`config.mk`:
```
export PLATFORM = sky130hd
export DESIGN_NAME = rfphoenix_hpt_walker
export DESIGN_NICKNAME = d
export VERILOG_FILES = /design/src/rtl/rfphoenix_hpt_walker.sv
export SDC_FILE = /design/constraint.sdc
export NUM_CORES = 1
export LEC_CHECK = 0
export ABC_AREA = 1
export CAP_MARGIN = 40
export CORE_AREA = 3 3 148 150
export CTS_BUF_LIST = sky130_fd_sc_hd__clkbuf_16
export CTS_CLUSTER_DIAMETER = 150
export DETAILED_ROUTE_END_ITERATION = 8
export DIE_AREA = 0 0 151 153
export PLACE_DENSITY = 0.91
export SLEW_MARGIN = 10
export SYNTH_ARGS = -nofsm -noshare
export SYNTH_HDL_FRONTEND = slang
export SYNTH_SLANG_ARGS = --single-unit
export TNS_END_PERCENT = 100
```
`constraint.sdc`:
```
create_clock -name clk_i -period 2.58 [get_ports clk_i]
set_clock_uncertainty 0.05 [all_clocks]
set_input_delay 0.387 -clock clk_i [delete_from_list [all_inputs] [get_ports clk_i]]
set_output_delay 0.387 -clock clk_i [all_outputs]
set_load 0.05 [all_outputs]
```
`src/rtl/rfphoenix_hpt_walker.sv`:
```
// Hashed page table walker: arbitrates data/instruction TLB misses and searches PTGs for an HPTE.
// HPTE layout: [127] v, [126] g, [121:112] asid, [111:82] vpnhi, [81:64] vpn, [63:0] payload.
`timescale 1ns/1ps
module rfphoenix_hpt_walker #(
  parameter logic [31:0] PTG_BASE   = 32'hFFF0_0000,
  parameter int unsigned PTG_LOG2   = 10,
  parameter int unsigned MAX_PROBES = 4
) (
  input  logic         clk_i,
  input  logic         rst_ni,
  input  logic         req0_i,
  input  logic [31:0]  vadr0_i,
  input  logic [9:0]   asid0_i,
  output logic         ack0_o,
  input  logic         req1_i,
  input  logic [31:0]  vadr1_i,
  input  logic [9:0]   asid1_i,
  output logic         ack1_o,
  input  logic         abort_i,
  output logic         mreq_o,
  output logic [31:0]  madr_o,
  input  logic         mack_i,
  input  logic [127:0] mdat_i,
  output logic         done_o,
  output logic         done_id_o,
  output logic         fault_o,
  output logic [127:0] hpte_o
);

  typedef enum logic [2:0] {StIdle, StFetch, StCheck, StDone, StFault} state_e;

  localparam logic [PTG_LOG2-1:0] IdxOne = 1;

  state_e               state_q, state_d;
  logic                 last_q, id_q, abort_q, ack0_q, ack1_q;
  logic [17:0]          vpn_q;
  logic [9:0]           asid_q;
  logic [2:0]           probe_q, beat_q;
  logic [PTG_LOG2-1:0]  idx_q;
  logic [127:0]         ent_q;

  logic                 grant0, grant1, match, last_beat, more_probes;
  logic [17:0]          vpn_sel, hash_full;
  logic [9:0]           asid_sel;
  logic                 unused_bits;

  // Round-robin: on a tie the requester not granted last wins.
  assign grant0    = req0_i & (~req1_i | last_q);
  assign grant1    = req1_i & ~grant0;
  assign vpn_sel   = grant0 ? vadr0_i[31:14] : vadr1_i[31:14];
  assign asid_sel  = grant0 ? asid0_i : asid1_i;
  assign hash_full = vpn_sel ^ {asid_sel, 8'b0};

  assign match = ent_q[127] && (ent_q[111:82] == 30'b0) && (ent_q[81:64] == vpn_q) &&
                 (ent_q[126] || (ent_q[121:112] == asid_q));
  assign last_beat   = (beat_q == 3'd7);
  assign more_probes = (probe_q < 3'(MAX_PROBES - 1));

  assign unused_bits = ^{vadr0_i[13:0], vadr1_i[13:0], hash_full[17:PTG_LOG2]};

  always_ff @(posedge clk_i or negedge rst_ni) begin
    if (!rst_ni) state_q <= StIdle;
    else         state_q <= state_d;
  end

  always_comb begin
    state_d = state_q;
    case (state_q)
      StIdle:  if (grant0 || grant1) state_d = StFetch;
      StFetch: if (mack_i) state_d = (abort_i || abort_q) ? StIdle : StCheck;
      StCheck: begin
        if (abort_i)                       state_d = StIdle;
        else if (match)                    state_d = StDone;
        else if (!last_beat || more_probes) state_d = StFetch;
        else                               state_d = StFault;
      end
      StDone, StFault: state_d = StIdle;
      default: state_d = StIdle;
    endcase
  end

  always_ff @(posedge clk_i or negedge rst_ni) begin
    if (!rst_ni) begin
      last_q  <= 1'b1;
      id_q    <= 1'b0;
      abort_q <= 1'b0;
      ack0_q  <= 1'b0;
      ack1_q  <= 1'b0;
      vpn_q   <= '0;
      asid_q  <= '0;
      probe_q <= '0;
      beat_q  <= '0;
      idx_q   <= '0;
      ent_q   <= '0;
    end else begin
      ack0_q <= 1'b0;
      ack1_q <= 1'b0;
      case (state_q)
        StIdle: begin
          abort_q <= 1'b0;
          if (grant0 || grant1) begin
            ack0_q  <= grant0;
            ack1_q  <= grant1;
            id_q    <= grant1;
            last_q  <= grant1;
            vpn_q   <= vpn_sel;
            asid_q  <= asid_sel;
            idx_q   <= hash_full[PTG_LOG2-1:0];
            probe_q <= '0;
            beat_q  <= '0;
          end
        end
        StFetch: begin
          if (mack_i) begin
            ent_q   <= mdat_i;
            abort_q <= 1'b0;
          end else if (abort_i) begin
            abort_q <= 1'b1;
          end
        end
        StCheck: begin
          if (!abort_i && !match) begin
            if (!last_beat) begin
              beat_q <= beat_q + 3'd1;
            end else if (more_probes) begin
              probe_q <= probe_q + 3'd1;
              beat_q  <= '0;
              idx_q   <= idx_q + IdxOne;
            end
          end
        end
        default: ;
      endcase
    end
  end

  always_comb begin
    ack0_o    = ack0_q;
    ack1_o    = ack1_q;
    mreq_o    = (state_q == StFetch);
    madr_o    = '0;
    done_o    = 1'b0;
    fault_o   = 1'b0;
    done_id_o = 1'b0;
    hpte_o    = '0;
    if (state_q == StFetch) madr_o = PTG_BASE + (32'(idx_q) << 7) + (32'(beat_q) << 4);
    if ((state_q == StDone || state_q == StFault) && !abort_i) begin
      done_o    = 1'b1;
      done_id_o = id_q;
      fault_o   = (state_q == StFault);
      if (state_q == StDone) hpte_o = ent_q;
    end
  end

endmodule

```
==> results, run 1 <==
- The power density over cell area is 963 mW/mm2.
- The finished layout holds 1785 standard cells, fillers aside.
- The die span in x is 151 um.
- The run finished, with violations left.
- Dividing the detail-routed via count by the number of cells gives 4.95.
- In the routed design, unresolved DRC markers number 0.
- The number of different library cells used by synthesis comes to 34.
- The placeable core region is 0.0208 mm2.
- The launching element type of the critical path is an input pin.
- The smallest clock period supported by the final layout is computed as 2.59 ns.
- The half-perimeter wire length after detailed placement is 22900 um.
- The number of standard cells after synthesis is 1179.
- The count of buffers added on input and output ports is 348.
- The origin of the worst setup path is abort_i.
- The arrival time reported for the critical path endpoint is 2.15 ns.
- At the end of routability-driven placement, the weighted congestion stood at 0.888.
- The H-tree depth is 4.
- The required time reported for the critical path endpoint is 2.14 ns.
- The total power draw is 14.2 mW.
- The number of global-route vias before repair came to 9212.
- Setup violations remaining at the end of the flow were counted as 4.
- The static power due to leakage is 6.85 nW.
- Setup repair after global routing could not meet its margin everywhere.
- The number of antenna-violating nets in the routed design is 0.
- During synthesis, Yosys emitted a total of 0 warnings.
- The proportion of synthesized chip area in sequential cells is 49.7%.
- Buffers inserted during clock tree synthesis total 17.
- After detailed routing, the average wire length per cell comes to 16.6 um.
- The vias after detailed routing is 8835.
- The final non-filler cell area is 0.0147 mm2.
- The post-CTS setup buffer count is 0.
- Across all setup checks in the final design, the least slack found is -0.0105 ns.
- The number of ports placed on the die boundary is 384.
- The number of antenna violations at the first check in global routing came to 1.
- For this run, the top clock speed supported by timing is 0.386 GHz.
- The starting utilization of the core area is 43.5%.
- The number of hold violations in the final report came to 0.
- From synthesis to final layout, the design area changed by 62.3%.
- The pin count of the biggest net entering global routing is 101.
- The die covers 0.0231 mm2.
- The library cells used most frequently in the layout, excluding fill and tap cells, are sky130_fd_sc_hd__nand2_1 (271), sky130_fd_sc_hd__clkdlybuf4s50_1 (190), sky130_fd_sc_hd__nor2_1 (182), sky130_fd_sc_hd__inv_1 (180), sky130_fd_sc_hd__dfrtp_1 (179).
- The worst pin sits at a relative slew slack of 62.8%.
- The number of standard-cell rows in the floorplan is 53.
- The total count of max-transition violations in the final report came to 0.
- The class of the tightest hold or removal check is input pin to async pin.
- The clock-pin slew on the worst setup and hold paths is 0.07 ns.
- The length in cells of the worst reg-to-reg path is 13.
- The maximum VDD drop is 1.05 mV.
- The cell sitting at the root of the clock tree is a sky130_fd_sc_hd__clkbuf_16.
- At the pin with the least slew margin, the transition time is 0.552 ns.
- The final layout contains 1719 nets.
- Setup slack on the worst reg-to-reg path comes out at 0.43 ns.
- The classification of the worst setup path is input pin to primary output.
- The reg-to-reg startpoint is ent_q[110].
- The final reports fail on setup timing.
- The library cell used most frequently in the layout, excluding fill and tap cells, is sky130_fd_sc_hd__nand2_1.
- The number of sinks on the clock net is 180.
- The number of instances in the placed design is 1752.
- The die height is 153 um.
- The post-route clock period utilization is 100%.
- The mapped netlist covers 0.00906 mm2.
- The sort of element at the end of the critical path is a primary output.
- After global routing the overflow that remains totals 0.
- The worst register-to-register path ends at idx_q[9].
- The flip-flop and latch count after synthesis is 180.
- TritonCTS built the clock tree.
- The fraction of layout instances using a drive strength above 1 is 15.6%.
- The first-pass detailed-route iteration total is 7.
- Counting along the longest clock path gives a buffer depth of 2.
- After synthesis, the mean cell area works out to 7.69 um2.
- Along the worst path, the maximum fanout reaches 89.
- The detailed router finished its first iteration with 477 violations.
- The first global-routing pass estimated 46200 um of wire.
- The tool flagged a number of max-cap violations equal to 0.
- The global routing usage summed across all routing layers is 25.4%.
- The detailed-route wire length is 29700 um.
- For the worst-skew pair, the clock arrives at the later sink with an insertion delay of 0.42 ns.
- The post-place instance area is 0.0141 mm2.
==> cells by family after synthesis <==
| family | share of synthesized area (%) |
|---|---|
| AOI/OAI and AO/OA | 10.6 |
| xor gates and xnor gates | 1.45 |
| adders and majority gates | 0.552 |
| buffers and inverters | 12.3 |
| DFF | 49.7 |
| muxes | 2.65 |
| other | 0.0414 |
| and+or+nand+nor | 22.7 |
==> worst max path at each step <==
stage,slack (ns),endpoint
after floorplan,0.09,done_id_o
after global placement,0.13,hpte_o[113]
after detailed placement,0.07,hpte_o[31]
after CTS,0.02,hpte_o[31]
after global routing,-0.03,hpte_o[35]
final,-0.01,hpte_o[31]
==> layout make-up <==
type                       count  area [um2]
fill                        1408        6120
timing repair buffer         369        5130
sequential                   180        4510
multi-input combinational    749        3480
inverter                     180         678
clock buffer                  17         425
tap                          275         344
clock inverter                14         138
antenna                        1        2.50
==> worst max-delay path, stage by stage <==
cell and delay, ns:
sky130_fd_sc_hd__clkdlybuf4s50_1 0.45, sky130_fd_sc_hd__nor4_1 0.33, sky130_fd_sc_hd__buf_4 0.19, sky130_fd_sc_hd__inv_4 0.05, sky130_fd_sc_hd__buf_12 0.18, sky130_fd_sc_hd__nor2_1 0.29, sky130_fd_sc_hd__buf_12 0.18
==> power breakdown <==
part / switching, mW / total [mW] / internal, mW
combinational: 4.21 / 6.72 / 2.52
sequential: 0.742 / 4.90 / 4.16
clock: 1.12 / 2.53 / 1.42
==> cell usage after synthesis, drive strengths merged <==
cell	count	area, um2
xor2	7	61.3
o21ai	178	921
o31ai	2	15.0
mux2i	24	240
o22ai	1	6.26
a21oi	3	15.0
nor2	188	711
ha	4	50.1
dfstp	1	26.3
nor3	5	35.0
clkbuf	20	75.1
nand4	4	25.0
dfrtp	179	4480
or2	2	12.5
inv	180	676
nand2	285	1120
xnor2	8	70.1
conb	1	3.75
buf	56	362
o21a	1	7.51
nand3	29	145
nor4	1	6.26
==> state kept, by name (all words and copies together), names as in the netlist <==
| register | flops |
|---|---|
| beat_q | 3 |
| abort_q | 1 |
| ack1_o | 1 |
| ent_q | 128 |
| state_q | 3 |
| idx_q | 10 |
| asid_q | 10 |
| ack0_o | 1 |
| vpn_q | 18 |
| probe_q | 3 |
| last_q | 1 |
| id_q | 1 |
==> layer usage <==
metal / up-vias / global-route usage, % / part of all wire (%)
li1: 4207 / - / -
met1: 4228 / 28.6 / 37
met4: 0 / 11.1 / 3.8
met5: - / 0 / 0
met3: 68 / 5.54 / 6.4
met2: 332 / 45.6 / 53
==> what timing repair did <==
action,4_1_cts,5_1_grt
endpoints found under the hold margin,28,0
setup endpoints to repair,0,34
resized for setup,0,3
hold buffers,1,0
==> metrics by stage <==
stage	TNS (ns)	setup WS, ns	util [%]	hold slack (ns)
after global routing	-0.559	-0.0298	70.6	0.387
after detailed placement	0	0.0702	67.8	0.252
after global placement	0	0.128	67.8	0.247
after CTS	0	0.0209	70.6	0.362
after floorplan	0	0.0861	-	0.0414
final	-0.0294	-0.0105	70.6	0.368
Note: power is estimated with default switching activity, not from simulation.
==> inputs of run 2 (changes only) <==
--- a/config.mk
+++ b/config.mk
@@ -12,6 +12,7 @@
 export CTS_CLUSTER_DIAMETER = 150
 export DETAILED_ROUTE_END_ITERATION = 8
 export DIE_AREA = 0 0 151 153
+export GPL_TIMING_DRIVEN = 0
 export PLACE_DENSITY = 0.91
 export SLEW_MARGIN = 10
 export SYNTH_ARGS = -nofsm -noshare
==> results, run 2 (synthesis gave the netlist of run 1 again) <==
- Run status: finished clean (was complete, but fails checks).
- The number of hold violations in the final report is 0 (unchanged).
- The number of flip-flops under the largest register name is 128 (unchanged).
- The pin count of the biggest net entering global routing is 97 (was 101).
- The detailed-route wire length was 30300 um (was 29700 um).
- The total area of sequential cells came to 0.00451 mm2 (unchanged).
- The number of global-route vias before repair came to 9367 (was 9212).
- The required time reported for the critical path endpoint is 2.14 ns (about the same).
- The global-route wire length before repair is 47300 um (was 46200 um).
- The final critical path time including I/O delays and setup is 2.54 ns (was 2.59 ns).
- The cell at the slowest stage of the critical path is sky130_fd_sc_hd__dfrtp_1 (was sky130_fd_sc_hd__clkdlybuf4s50_1).
- The vias after detailed routing is 9073 (was 8835).
- The total DRC errors in the routed layout is 0 (unchanged).
- The final cell utilization of the core is 65.1% (was 70.6%).
- The number of antenna-violating nets in the routed design is 0 (unchanged).
- The arrival time reported for the critical path endpoint is 2.11 ns (was 2.15 ns).
- Commonest cells after routing, fill and taps aside: sky130_fd_sc_hd__nand2_1 (271), sky130_fd_sc_hd__clkdlybuf4s50_1 (189), sky130_fd_sc_hd__dfrtp_1 (179), sky130_fd_sc_hd__inv_1 (177), sky130_fd_sc_hd__o21ai_0 (172) (was sky130_fd_sc_hd__nand2_1 (271), sky130_fd_sc_hd__clkdlybuf4s50_1 (190), sky130_fd_sc_hd__nor2_1 (182), sky130_fd_sc_hd__inv_1 (180), sky130_fd_sc_hd__dfrtp_1 (179)).
- The global placer's final weighted congestion was 0.909 (was 0.888).
- The classification of the worst setup path was flop to primary output (was input pin to primary output).
- The worst path buffer plus inverter count is 5 (unchanged).
- The register-to-register path setup slack came to 0.15 ns (was 0.43 ns).
- The via density per instance is 4.93 (was 4.95).
- The wire length per cell is 16.4 um (was 16.6 um).
- The register ranked first by flip-flop count was ent_q (unchanged).
- The cell at the root of the clock tree is sky130_fd_sc_hd__clkbuf_16 (unchanged).
- The count of routing violations after the opening detailed-route iteration is 582 (was 477).
- The first-pass detailed-route iteration total is 5 (was 7).
- The worst-case hold slack is 0.417 ns (was 0.368 ns).
- The number of buffers inserted during clock tree synthesis is 17 (unchanged).
- The total length of routed met2 wires was 15000 um (was 15700 um).
- The global route total overflow was 0 (unchanged).
- The number of sinks on the clock net was 180 (unchanged).
- The delay of the slowest cell on the worst path is 0.39 ns (was 0.45 ns).
- The largest delay contributor family on the critical path is buffers and inverters (unchanged).
- The leading cell type in the layout, fill and taps excluded is sky130_fd_sc_hd__nand2_1 (unchanged).
- Ordered cell list for the critical path: inv_1, nor4_4, inv_1, clkbuf_8, buf_2, nor2_1, buf_4 (was clkdlybuf4s50_1, nor4_1, buf_4, inv_4, buf_12, nor2_1, buf_12).
- The worst-case clock buffer depth is 2 (unchanged).
- The clock insertion delay at the later pin of the skew report came to 0.43 ns (was 0.42 ns).
- The area of the die came to 0.0231 mm2 (unchanged).
- The number of standard-cell rows in the floorplan was 53 (unchanged).
- RSZ-0062 raised after global routing: yes (unchanged).
- The static power due to leakage was 6.69 nW (was 6.85 nW).
- The number of antenna repair diodes is 0 (was 1).
- The starting utilization of the core area is 43.5% (unchanged).
- The dominant cell type by count on the critical path is sky130_fd_sc_hd__inv_1 (was sky130_fd_sc_hd__buf_12).
- The sort of element at the end of the critical path is a primary output (unchanged).
- The placeable core region was 0.0208 mm2 (unchanged).
- The total count of max-transition violations in the final report came to 0 (unchanged).
- The largest fanout on the critical path is 10 (was 89).
- The half-perimeter wire length after detailed placement was 23200 um (was 22900 um).
- The met3 wirelength from detailed routing is 2290 um (was 1890 um).
- The H-tree depth was 4 (unchanged).
- The clock-pin slew on the worst setup and hold paths is 0.07 ns (about the same).
- The met1 wire length is 11800 um (was 11000 um).
- The area overhead of the layout relative to synthesis was 49.6% (was 62.3%).
- The global routing usage summed across all routing layers was 25.9% (was 25.4%).
- The transition time of the tightest slew-check pin is 0.676 ns (was 0.552 ns).
- The post-route clock period utilization is 98.6% (was 100%).
- The number of antenna violations at the first check in global routing is 0 (was 1).
- The fraction of layout instances using a drive strength above 1 came to 19.8% (was 15.6%).
- The power density over cell area is 1020 mW/mm2 (was 963 mW/mm2).
- Regs by FF count: ent_q x128, vpn_q x18 (unchanged).
- The launching element type of the critical path was a flop (was input pin).
- The final setup violation count came to 0 (was 4).
- The maximum VDD drop is 1.11 mV (was 1.05 mV).
- The class of the tightest hold or removal check was input pin to flop (was input pin to async pin).
- The filler cell count in the final layout is 1685 (was 1408).
- The CTS tree is done (unchanged).
- The die span in x is 151 um (unchanged).
- The remaining max-slew budget at the tightest pin is 54.9% (was 62.8%).
- The count of nets after finishing came to 1777 (was 1719).
- The highest metal layer with signal wires is met4 (unchanged).
- The number of input and output port buffers inserted is 348 (unchanged).
- The number of ports placed on the die boundary was 384 (unchanged).
- The die height is 153 um (unchanged).
- The count of maximum capacitance violations is 0 (unchanged).
- The maximum achievable frequency was 0.393 GHz (was 0.386 GHz).
- The area of the multi-input gates is 0.00357 mm2 (was 0.00348 mm2).
==> run 2: changes by cell type in the layout (fill, tap and decap cells not counted), moves of 16 or more <==
| cell | before | now |
|---|---|---|
| sky130_fd_sc_hd__nor2_2 | 5 | 25 |
| sky130_fd_sc_hd__buf_4 | 27 | 91 |
| sky130_fd_sc_hd__nor2_1 | 182 | 159 |
| sky130_fd_sc_hd__clkdlybuf4s15_2 | 0 | 26 |
| sky130_fd_sc_hd__buf_2 | 0 | 39 |
| sky130_fd_sc_hd__clkbuf_4 | 0 | 16 |
| sky130_fd_sc_hd__buf_12 | 150 | 1 |
| sky130_fd_sc_hd__buf_6 | 1 | 43 |
==> run 2: timing repair <==
item,CTS,global route
endpoints found under the setup margin,156,158
hold buffers,1,0
resized for setup,808,164
endpoints found under the hold margin,84,0
pin swaps,1,1
buffers inserted,0,1
==> run 2: routing by layer <==
| layer | global-route usage (%) | vias up |
|---|---|---|
| li1 | - | 4322 |
| met1 | 31.3 | 4284 |
| met2 | 43.7 | 382 |
| met3 | 6.31 | 85 |
| met4 | 11.0 | 0 |
| met5 | 0 | - |
==> run 2: through the flow <==
stage	setup TNS [ns]	instance area, um2	cells	power [mW]	worst slack (ns)
global placement	-1231.05	12900	1808	11.0	-6.16
detailed placement	-125.73	12900	1809	11.2	-1.19
CTS	0	13300	1841	13.8	0.000988
finish	0	13600	1842	13.9	0.0364
global route	-0.597	13600	1842	14.9	-0.0418
floorplan	0	9080	1185	9.08	0.0861
==> run 2: worst register-to-register path: stages, from the launching register on <==
cell	delay (ns)
sky130_fd_sc_hd__dfrtp_1	0.44
sky130_fd_sc_hd__nor2_1	0.18
sky130_fd_sc_hd__nand2_1	0.23
sky130_fd_sc_hd__nor2_1	0.54
sky130_fd_sc_hd__buf_2	0.37
sky130_fd_sc_hd__clkbuf_1	0.34
sky130_fd_sc_hd__o21ai_0	0.16
==> run 2: cell type report <==
type	count	share of cell area [%]
multi-input combinational	749	26.3
buffer	76	3.55
clock buffer	17	3.14
timing repair buffer	351	25.0
inverter	180	5.01
tap	275	2.54
sequential	180	33.2
clock inverter	14	1.22
==> run 2: worst paths after layout <==
path,startpoint,to,cells past startpoint
worst max register to register,state_q[2],ent_q[21],6
max in group asynchronous,rst_ni,ent_q[58],3
min in group asynchronous,rst_ni,beat_q[1],2
worst max-delay path,state_q[0],hpte_o[11],7
worst min register to register,idx_q[8],idx_q[8],2
worst min-delay path,abort_i,state_q[2],4
==> run 2: report_power, final <==
| group | switching, mW | internal, mW | total [mW] | leakage [nW] |
|---|---|---|---|---|
| Sequential | 0.720 | 4.15 | 4.87 | 2.23 |
| Clock | 1.22 | 1.38 | 2.60 | 0.286 |
| Combinational | 4.26 | 2.17 | 6.43 | 4.18 |
| Total | 6.19 | 7.70 | 13.9 | 6.69 |
==> inputs of run 3 (changes only) <==
--- a/config.mk
+++ b/config.mk
@@ -7,13 +7,15 @@
 export LEC_CHECK = 0
 export ABC_AREA = 1
 export CAP_MARGIN = 40
-export CORE_AREA = 3 3 148 150
+export CELL_PAD_IN_SITES_DETAIL_PLACEMENT = 0
+export CELL_PAD_IN_SITES_GLOBAL_PLACEMENT = 1
+export CORE_MARGIN = 3
+export CORE_UTILIZATION = 32
 export CTS_BUF_LIST = sky130_fd_sc_hd__clkbuf_16
 export CTS_CLUSTER_DIAMETER = 150
 export DETAILED_ROUTE_END_ITERATION = 8
-export DIE_AREA = 0 0 151 153
 export GPL_TIMING_DRIVEN = 0
-export PLACE_DENSITY = 0.91
+export PLACE_DENSITY = 0.94
 export SLEW_MARGIN = 10
 export SYNTH_ARGS = -nofsm -noshare
 export SYNTH_HDL_FRONTEND = slang
==> results, run 3 (synthesis gave the netlist of run 1 again) <==
- The worst-case clock buffer depth is 2 (unchanged).
- Run status: finished clean (unchanged).
- The number of ports placed on the die boundary is 384 (unchanged).
- The static power due to leakage is 6.75 nW (was 6.69 nW).
- The half-perimeter wire length after detailed placement was 23100 um (was 23200 um).
- The sort of element at the end of the critical path is a primary output (unchanged).
- The via density per instance is 4.56 (was 4.93).
- RSZ-0062 raised after global routing: yes (unchanged).
- The count of maximum capacitance violations came to 0 (unchanged).
- The total count of max-transition violations in the final report came to 0 (unchanged).
- The hold path endpoint is state_q[2] (unchanged).
- The area overhead of the layout relative to synthesis is 54.2% (was 49.6%).
- The placeable core region is 0.0274 mm2 (was 0.0208 mm2).
- The starting utilization of the core area is 33.1% (was 43.5%).
- The number of buffers inserted during clock tree synthesis came to 17 (unchanged).
- The die height came to 174 um (was 153 um).
- The slack of the critical path was 0.0797 ns (was 0.0364 ns).
- The length in cells of the worst reg-to-reg path is 6 (unchanged).
- The register-to-register path setup slack came to 0.27 ns (was 0.15 ns).
- The vias after detailed routing is 8852 (was 9073).
- The maximum achievable frequency is 0.400 GHz (was 0.393 GHz).
- The clock-pin slew on the worst setup and hold paths is 0.08 ns (was 0.07 ns).
- The final setup violation count came to 0 (unchanged).
- Commonest cells after routing, fill and taps aside: sky130_fd_sc_hd__nand2_1 (270), sky130_fd_sc_hd__clkdlybuf4s50_1 (190), sky130_fd_sc_hd__dfrtp_1 (178), sky130_fd_sc_hd__inv_1 (175), sky130_fd_sc_hd__o21ai_0 (172) (was sky130_fd_sc_hd__nand2_1 (271), sky130_fd_sc_hd__clkdlybuf4s50_1 (189), sky130_fd_sc_hd__dfrtp_1 (179), sky130_fd_sc_hd__inv_1 (177), sky130_fd_sc_hd__o21ai_0 (172)).
- The first-pass detailed-route iteration total is 5 (unchanged).
- The number of antenna violations at the first check in global routing is 0 (unchanged).
- The launching element type of the critical path was a flop (unchanged).
- The H-tree depth was 4 (unchanged).
- The detailed-route wire length is 30500 um (was 30300 um).
- The class of the tightest hold or removal check is input pin to flop (unchanged).
- The number of antenna repair diodes is 0 (unchanged).
- The number of instances in the placed design is 1906 (was 1809).
- The number of antenna-violating nets in the routed design came to 0 (unchanged).
- The global placer's final weighted congestion is 0.844 (was 0.909).
- The filler cell count in the final layout is 2646 (was 1685).
- The number of input and output port buffers inserted is 348 (unchanged).
- The final critical path time including I/O delays and setup is 2.50 ns (was 2.54 ns).
- The classification of the worst setup path is flop to primary output (unchanged).
- The remaining max-slew budget at the tightest pin came to 50.6% (was 54.9%).
- The count of nets after finishing was 1780 (was 1777).
- The number of global-route vias before repair is 8903 (was 9367).
- The final non-filler cell area came to 0.0140 mm2 (was 0.0136 mm2).
- The total DRC errors in the routed layout came to 0 (unchanged).
- The pre-CTS setup slack is -1.54 ns (was -1.19 ns).
- The largest fanout on the critical path is 10 (unchanged).
- The power density over cell area is 993 mW/mm2 (was 1020 mW/mm2).
- The clock insertion delay at the later pin of the skew report is 0.42 ns (was 0.43 ns).
- The total area of sequential cells was 0.00451 mm2 (about the same).
- The CTS tree is done (unchanged).
- The number of standard cells in the layout, taps in and fillers out is 1943 (was 1842).
- The global route total overflow came to 0 (unchanged).
- The endpoint of the most critical register-to-register path is ent_q[22] (was ent_q[21]).
- The reg-to-reg startpoint is state_q[2] (unchanged).
- The number of hold violations in the final report is 0 (unchanged).
- The count of routing violations after the opening detailed-route iteration is 494 (was 582).
- The post-place instance area came to 0.0131 mm2 (was 0.0129 mm2).
- The number of sinks on the clock net was 180 (unchanged).
- The wire length per cell is 15.7 um (was 16.4 um).
- The fraction of layout instances using a drive strength above 1 is 22.8% (was 19.8%).
- The number of instances on the worst hold path came to 4 (unchanged).
- The arrival time reported for the critical path endpoint came to 2.06 ns (was 2.11 ns).
- The die span in x came to 174 um (was 151 um).
- The post-route clock period utilization is 96.9% (was 98.6%).
- The required time reported for the critical path endpoint was 2.14 ns (about the same).
- The number of standard-cell rows in the floorplan is 60 (was 53).
- The area of the multi-input gates was 0.00368 mm2 (was 0.00357 mm2).
- The aggregate negative setup slack came to 0 ns (unchanged).
- The maximum VDD drop is 0.593 mV (was 1.11 mV).
- The global-route wire length before repair is 47900 um (was 47300 um).
- The cell at the root of the clock tree is sky130_fd_sc_hd__clkbuf_16 (unchanged).
- The pin count of the biggest net entering global routing is 92 (was 97).
- The total power draw is 13.9 mW (about the same).
- The leading cell type in the layout, fill and taps excluded was sky130_fd_sc_hd__nand2_1 (unchanged).
- The transition time of the tightest slew-check pin is 0.742 ns (was 0.676 ns).
- The global routing usage summed across all routing layers is 19.6% (was 25.9%).
- Regs by FF count: ent_q x128, vpn_q x18 (unchanged).
- The start point of the worst min-delay path is abort_i (unchanged).
- The area of the die was 0.0304 mm2 (was 0.0231 mm2).
- The register ranked first by flip-flop count is ent_q (unchanged).
- The number of flip-flops under the largest register name was 128 (unchanged).
-- run 3: through the flow --
stage               hold WS, ns  util (%)
global placement          0.405      47.6
global route              0.422      51.0
floorplan                0.0414         -
CTS                       0.438      49.8
detailed placement        0.391      47.7
finish                    0.408      51.0
-- run 3: cell type report --
type                            count  area share [%]
Buffer                             76            3.81
Clock buffer                       17            3.04
Clock inverter                     15           0.976
Inverter                          180            4.86
Multi-Input combinational cell    749            26.3
Sequential cell                   180            32.2
Tap cell                          372            3.33
Timing Repair Buffer              354            25.4
-- run 3: what timing repair did --
item,4_1_cts,5_1_grt
pin swaps,1,1
gates resized for setup,898,155
setup endpoints to repair,156,159
buffers inserted,2,2
hold buffers,1,0
endpoints found under the hold margin,89,0
-- run 3: where the power goes --
| part | switching, mW | internal, mW | leakage (nW) |
|---|---|---|---|
| clock network | 1.27 | 1.28 | 0.281 |
| registers | 0.692 | 4.15 | 2.22 |
| logic | 4.24 | 2.24 | 4.25 |
| total | 6.21 | 7.68 | 6.75 |
-- run 3: routing by layer --
| layer | track usage (%) | routed length (um) | vias to the layer above |
|---|---|---|---|
| li1 | - | - | 4331 |
| met1 | 25.6 | 13200 | 4203 |
| met2 | 33.4 | 14800 | 281 |
| met3 | 4.04 | 1890 | 37 |
| met4 | 4.96 | 560 | 0 |
| met5 | 0 | 0 | - |
-- run 3: worst max-delay path by stage --
| stage | start | endpoint | slack, ns |
|---|---|---|---|
| 3_3_place_gp | rst_ni | ent_q[41] | -6.42 |
| 3_5_place_dp | abort_i | hpte_o[66] | -1.54 |
| 4_1_cts | state_q[1] | hpte_o[119] | 0.0007 |
| 5_1_grt | state_q[0] | hpte_o[35] | -0.03 |
| 6_report | state_q[0] | hpte_o[9] | 0.08 |
| 2_1_floorplan | state_q[0] | done_id_o | 0.09 |
-- run 3: worst max-delay path, cell delays in order (launching register included) --
cell	delay, ns
sky130_fd_sc_hd__dfrtp_1	0.41
sky130_fd_sc_hd__inv_2	0.08
sky130_fd_sc_hd__nor4_4	0.23
sky130_fd_sc_hd__buf_4	0.17
sky130_fd_sc_hd__inv_2	0.04
sky130_fd_sc_hd__clkbuf_16	0.17
sky130_fd_sc_hd__buf_4	0.20
sky130_fd_sc_hd__nor2_1	0.14
sky130_fd_sc_hd__buf_6	0.18
